[src/rtl/i2s_pkg.sv]
// Shared types and constants for the I2S master clock sequencer.
// Holds the FSM state enum, default divider/slot sizes and statistic widths.
package i2s_pkg;

    typedef enum logic [1:0] {
        IDLE  = 2'd0,
        RUN   = 2'd1,
        DRAIN = 2'd2
    } state_e;

    localparam int unsigned SCK_DIV_DEF       = 8;
    localparam int unsigned BITS_PER_SLOT_DEF = 32;

    localparam int unsigned FRAME_CNT_W = 32;
    localparam int unsigned OVR_CNT_W   = 16;

endpackage

[src/rtl/i2s_clk_div.sv]
// Bit-clock divider: owns div_cnt and produces sck plus edge strobes.
// Ports: clk, rst (sync, high), run (count enable), strobe_en (allow
// edge strobes next cycle) -> sck, sck_rise, sck_fall, wrap (last div cycle).
module i2s_clk_div
    import i2s_pkg::*;
#(
    parameter int unsigned SCK_DIV = SCK_DIV_DEF
) (
    input  logic clk,
    input  logic rst,
    input  logic run,
    input  logic strobe_en,
    output logic sck,
    output logic sck_rise,
    output logic sck_fall,
    output logic wrap
);

    localparam int unsigned DW = $clog2(SCK_DIV);
    localparam logic [DW-1:0] DIV_MAX = DW'(SCK_DIV - 1);
    localparam logic [DW-1:0] HALF    = DW'(SCK_DIV / 2);

    logic [DW-1:0] div_cnt;
    logic [DW-1:0] div_nxt;
    logic          sck_nxt;

    assign wrap = run && (div_cnt == DIV_MAX);

    // Wrapping on the last cycle also parks the counter at 0 when the
    // sequencer drops back to IDLE, so no separate clear is needed.
    always_comb begin
        div_nxt = '0;
        if (run && !wrap) begin
            div_nxt = div_cnt + DW'(1);
        end
        sck_nxt = (div_nxt >= HALF);
    end

    always_ff @(posedge clk) begin
        if (rst) begin
            div_cnt  <= '0;
            sck      <= 1'b0;
            sck_rise <= 1'b0;
            sck_fall <= 1'b0;
        end else begin
            div_cnt  <= div_nxt;
            sck      <= sck_nxt;
            sck_rise <= strobe_en && !sck && sck_nxt;
            sck_fall <= strobe_en && sck && !sck_nxt;
        end
    end

endmodule

[src/rtl/i2s_clock_ctrl.sv]
// Master-mode I2S sck/ws generator that starts/stops on frame boundaries.
// Ports: M_AXIS_ACLK, M_AXIS_ARESET (sync, high), enable, stat_clr,
// mon_tvalid, mon_tready -> sck, ws, sck_rise, sck_fall, frame_start, busy,
// frame_count, overrun_count. Statistics built only with
// I2S_CLOCK_CTRL_STATS_EN defined; otherwise the counters read 0.
module i2s_clock_ctrl
    import i2s_pkg::*;
#(
    parameter int unsigned SCK_DIV       = SCK_DIV_DEF,
    parameter int unsigned BITS_PER_SLOT = BITS_PER_SLOT_DEF
) (
    input  logic                   M_AXIS_ACLK,
    input  logic                   M_AXIS_ARESET,
    input  logic                   enable,
    input  logic                   stat_clr,
    input  logic                   mon_tvalid,
    input  logic                   mon_tready,
    output logic                   sck,
    output logic                   ws,
    output logic                   sck_rise,
    output logic                   sck_fall,
    output logic                   frame_start,
    output logic                   busy,
    output logic [FRAME_CNT_W-1:0] frame_count,
    output logic [OVR_CNT_W-1:0]   overrun_count
);

    localparam int unsigned FRAME_BITS = 2 * BITS_PER_SLOT;
    localparam int unsigned BW = $clog2(FRAME_BITS);
    localparam logic [BW-1:0] BIT_MAX = BW'(FRAME_BITS - 1);
    localparam logic [BW-1:0] SLOT    = BW'(BITS_PER_SLOT);

    state_e        state;
    logic [BW-1:0] bit_cnt;
    logic [BW-1:0] bit_nxt;
    logic          run;
    logic          wrap;
    logic          frame_end;
    logic          stop;

    assign run       = (state != IDLE);
    assign frame_end = wrap && (bit_cnt == BIT_MAX);
    // Only a draining frame that ends with enable low returns to IDLE.
    assign stop      = (state == DRAIN) && !enable && frame_end;

    i2s_clk_div #(
        .SCK_DIV   (SCK_DIV)
    ) u_div (
        .clk       (M_AXIS_ACLK),
        .rst       (M_AXIS_ARESET),
        .run       (run),
        .strobe_en (!stop),
        .sck       (sck),
        .sck_rise  (sck_rise),
        .sck_fall  (sck_fall),
        .wrap      (wrap)
    );

    always_comb begin
        bit_nxt = '0;
        if (wrap) begin
            bit_nxt = (bit_cnt == BIT_MAX) ? '0 : bit_cnt + BW'(1);
        end else if (run) begin
            bit_nxt = bit_cnt;
        end
    end

    always_ff @(posedge M_AXIS_ACLK) begin
        if (M_AXIS_ARESET) begin
            state       <= IDLE;
            bit_cnt     <= '0;
            ws          <= 1'b0;
            frame_start <= 1'b0;
            busy        <= 1'b0;
        end else begin
            frame_start <= 1'b0;
            unique case (state)
                IDLE: begin
                    if (enable) begin
                        state       <= RUN;
                        frame_start <= 1'b1;
                        busy        <= 1'b1;
                    end
                end
                RUN: begin
                    frame_start <= frame_end;
                    if (!enable) begin
                        state <= DRAIN;
                    end
                end
                DRAIN: begin
                    if (stop) begin
                        state <= IDLE;
                        busy  <= 1'b0;
                    end else begin
                        frame_start <= frame_end;
                        if (enable) begin
                            state <= RUN;
                        end
                    end
                end
                default: begin
                    state <= IDLE;
                    busy  <= 1'b0;
                end
            endcase
            bit_cnt <= bit_nxt;
            ws      <= (bit_nxt >= SLOT);
        end
    end

`ifdef I2S_CLOCK_CTRL_STATS_EN
    logic [FRAME_CNT_W-1:0] stat_frames;
    logic [OVR_CNT_W-1:0]   stat_ovr;

    always_ff @(posedge M_AXIS_ACLK) begin
        if (M_AXIS_ARESET || stat_clr) begin
            stat_frames <= '0;
            stat_ovr    <= '0;
        end else begin
            if (frame_end) begin
                stat_frames <= stat_frames + FRAME_CNT_W'(1);
            end
            if (frame_start && mon_tvalid && !mon_tready &&
                (stat_ovr != '1)) begin
                stat_ovr <= stat_ovr + OVR_CNT_W'(1);
            end
        end
    end

    assign frame_count   = stat_frames;
    assign overrun_count = stat_ovr;
`else
    logic unused_stat;
    assign unused_stat   = ^{stat_clr, mon_tvalid, mon_tready};
    assign frame_count   = '0;
    assign overrun_count = '0;
`endif

endmodule
[config.mk]
export PLATFORM = sky130hd
export DESIGN_NAME = i2s_clock_ctrl
export DESIGN_NICKNAME = d
export VERILOG_FILES = /design/src/rtl/i2s_pkg.sv /design/src/rtl/i2s_clk_div.sv /design/src/rtl/i2s_clock_ctrl.sv
export SDC_FILE = /design/constraint.sdc
export NUM_CORES = 1
export LEC_CHECK = 0
export ABC_AREA = 1
export CORE_MARGIN = 2
export CORE_UTILIZATION = 35
export CTS_CLUSTER_SIZE = 28
export DETAILED_ROUTE_END_ITERATION = 10
export PLACE_DENSITY = 0.76
export RECOVER_POWER = 25
export SETUP_SLACK_MARGIN = 0.2
export SLEW_MARGIN = 15
export SYNTH_ARGS = -nofsm -noshare
export SYNTH_HDL_FRONTEND = slang
export SYNTH_HIERARCHICAL = 1
export SYNTH_SLANG_ARGS = --single-unit
[constraint.sdc]
create_clock -name M_AXIS_ACLK -period 1.65 [get_ports M_AXIS_ACLK]
set_clock_uncertainty 0.2 [all_clocks]
set_input_delay 0.165 -clock M_AXIS_ACLK [delete_from_list [all_inputs] [get_ports M_AXIS_ACLK]]
set_output_delay 0.165 -clock M_AXIS_ACLK [all_outputs]
set_load 0.005 [all_outputs]
==> out/metrics.yaml, run 1 <==
grt:
  grt_overflow_total: 0
  use_met2: 0.151
  antenna_found_initial: 0
  gr-usage-met3: 0.0455
  grt_pass1_vias: 602
  grt_pass1_wl_um: 2490
  grtUsageTotal: 0.0917
  grt_max_degree: 10
  gr-usage-met1: 0.112
  busiest_layer: "met2"
sta:
  fin_crit_sh: 0.933
  hold_viol_final: 0
  rsz0062_at_grt: "true"
  max_freq_mhz: 650
  drv_slew: 0
  fin_tns_setup_ns: 0
  setup_viol: 0
  finalCriticalPeriod_ns: 1.54
critical_path:
  reg2reg_from: "u_div/div_cnt[0]"
  end_kind: "register"
  timing.critical_path.to: "u_div/sck_fall"
  cp_top_family: "simple AND/OR/NAND/NOR gates"
  max_stage_delay_ns: 0.36
  startpoint_type: "register"
  reg2reg_slack_ns: 0.11
  startpoint: "u_div/div_cnt[0]"
  crit_required_ns: 1.65
  crit_chain: "ha_4, ha_4, nand2_4, inv_6, nand2_4, nor2_4, nand4_4, nand2_1, nor2_1, nand2_1, inv_1"
  crit_path_max_fanout: 5
  cp_slowest_cell: "dfxtp_2"
  crit_type: "reg -> reg"
  worstSetupPathDepth: 11
  path_buf_inv: 2
  cp.arrival_ns: 1.54
  r2r-end: "u_div/sck_fall"
  rr_worst_depth: 11
finish:
  nNetsFinal: 173
  area_delta_synth_final_pct: 10.5
  stdcell_area_um2: 1210
  drive_gt1_frac: 0.227
  diodes: 0
logic_synthesis:
  synthMuxAreaShare: 0
  synth_xor_area_frac: 0.00796
  synth_common_cells: "buf_4, nand2_1, dfxtp_1"
  synth-simple-area-share: 0.214
  ys_seq_area_frac: 0.291
  yosysTopAreaCell: "buf_4"
  synth-edff-count: 0
  synth_area_um2: 1100
  yosys_most_used_dff: "dfxtp_1"
  syn_inst: 144
  synthMostInstantiatedCell: "buf_4"
  postSynthAreaPerCell_um2: 7.64
  synth_top_family_by_area: "buffers and inverters"
  ys_types: 25
  ys_async_sr_fraction: 0
  synth_area_leaders: "buf_4, dfxtp_1, nand2_1, inv_1, nor2_1"
  yosysTopAreaCellShare: 0.328
  synth_fa_ha_area_frac: 0.0341
  ys_ff_latch: 16
  synth_compound_area_frac: 0.0705
  yosysWarnings: 6
route:
  vias: 780
  drtIter0Drc: 8
  wl_um: 1660
  final_antenna_net_count: 0
  wl_per_cell_um: 8.02
  via_per_inst: 3.77
  drc: 0
  dr.pass1.iters: 4
floorplan:
  chipHeight_um: 60.1
  core_um2: 3030
  rows: 20
  initial_core_util: 0.363
  die_area_um2: 3610
  die_w_um: 60.1
  io_pins: 60
place:
  port_buffers: 8
  gp_congestion: 0.823
  dp_hpwl_um: 1210
  dpl_cell_area_um2: 1110
clock_tree:
  insertion_delay_ns: 0.29
  cts.sinks: 16
  cts_made_buffers: 3
  h-tree-depth: 1
  tritoncts: "built"
  clk_pin_slew_ns: 0.10
  holdBufCountCts: 0
  cts-root-buf: "clkbuf_4"
  cts_buffer_depth: 2
run:
  cap_violations: 0
hold_path:
  whs_path_depth: 1
  min_path_type: "reg -> reg"
pwr:
  leakage_nw: 0.612
  powerDensity_nw_per_um2: 610
  ir_worst_vdd_mv: 0.525
status:
  status: "completed"
routing by layer:
metal / up-vias / share of wire
met5: - / 0
met4: 0 / 0
met3: 0 / 0.079
met2: 35 / 0.48
met1: 352 / 0.44
li1: 393 / -
metrics by stage:
| stage | instances | worst slack, ns | util | hold WS, ns | total power [mW] |
|---|---|---|---|---|---|
| final | 207 | 0.111 | 0.401 | 0.253 | 0.740 |
| after CTS | 206 | 0.126 | 0.393 | 0.234 | 0.744 |
| after detailed placement | 199 | 0.0681 | 0.368 | 0.219 | 0.483 |
| after global routing | 207 | 0.0328 | 0.401 | 0.298 | 0.784 |
| after global placement | 199 | 0.0763 | 0.368 | 0.217 | 0.481 |
| after floorplan | 191 | 0.185 | - | 0.0341 | 0.539 |
cells by family (layout without fill, tap and decap cells):
kind of cell,after synthesis,after routing
other,1,48
xor gates and xnor gates,1,1
DFF,16,16
AOI/OAI and AO/OA,14,14
adders and majority gates,3,3
and+or+nand+nor,46,46
buffers and inverters,63,35
placed cells by master (no fill, tap or decap), types with 2 or more instances in the layout:
master / n
a21oi_2: 2
inv_1: 13
nor2_1: 10
dfxtp_2: 6
dlygate4sd2_1: 6
nand2_1: 17
ha_4: 2
a21oi_1: 5
conb_1: 48
nand3_1: 4
nand2_4: 2
dfxtp_1: 10
o21ai_1: 2
nand3_2: 2
nor2_4: 2
clkbuf_4: 3
o21ai_0: 2
nand2_2: 2
clkdlybuf4s50_1: 2
nor2_2: 2
buf_4: 7
state kept, by name, indices dropped and copies added (netlist names):
register / cells
bit_cnt: 6
state: 2
u_div/div_cnt: 2
busy: 1
frame_start: 1
u_div/sck: 1
u_div/sck_fall: 1
u_div/sck_rise: 1
ws: 1
layout make-up:
cell class | instances | area [um2]
repair buffers | 16 | 129
flip-flops and latches | 16 | 328
well taps | 44 | 55.1
fillers | 308 | 1810
multi-input cells | 112 | 606
clock buffers | 4 | 36.3
inverters | 15 | 61.3
worst min-delay path by stage:
stage,from,to,slack (ns)
after floorplan,M_AXIS_ARESET,bit_cnt[3],0.03
after global placement,u_div/div_cnt[0],u_div/div_cnt[0],0.22
after detailed placement,u_div/div_cnt[0],u_div/div_cnt[0],0.22
after CTS,u_div/div_cnt[0],u_div/div_cnt[0],0.23
after global routing,state[1],busy,0.30
final,state[1],busy,0.25
where the power goes:
part | leakage (nW) | switching, mW | total [mW] | internal [mW]
clock network | 0.0210 | 0.128 | 0.262 | 0.134
logic | 0.459 | 0.0558 | 0.0784 | 0.0226
registers | 0.133 | 0.00489 | 0.400 | 0.395
total | 0.612 | 0.189 | 0.740 | 0.552
timing repair:
action | in CTS | in global routing
pin swaps | 2 | 3
endpoints found under the setup margin | 15 | 11
gates resized for setup | 12 | 8
hold endpoints to repair | 0 | 0
setup buffers | 3 | 1
(Power assumes the default switching activity.)
==> inputs of run 2 (changes only) <==
--- a/config.mk
+++ b/config.mk
@@ -13,6 +13,7 @@
 export PLACE_DENSITY = 0.76
 export RECOVER_POWER = 25
 export SETUP_SLACK_MARGIN = 0.2
+export SKIP_LAST_GASP = 1
 export SLEW_MARGIN = 15
 export SYNTH_ARGS = -nofsm -noshare
 export SYNTH_HDL_FRONTEND = slang
==> results of run 2 <==
Final layout, timing and power as in run 1 (identical DEF).
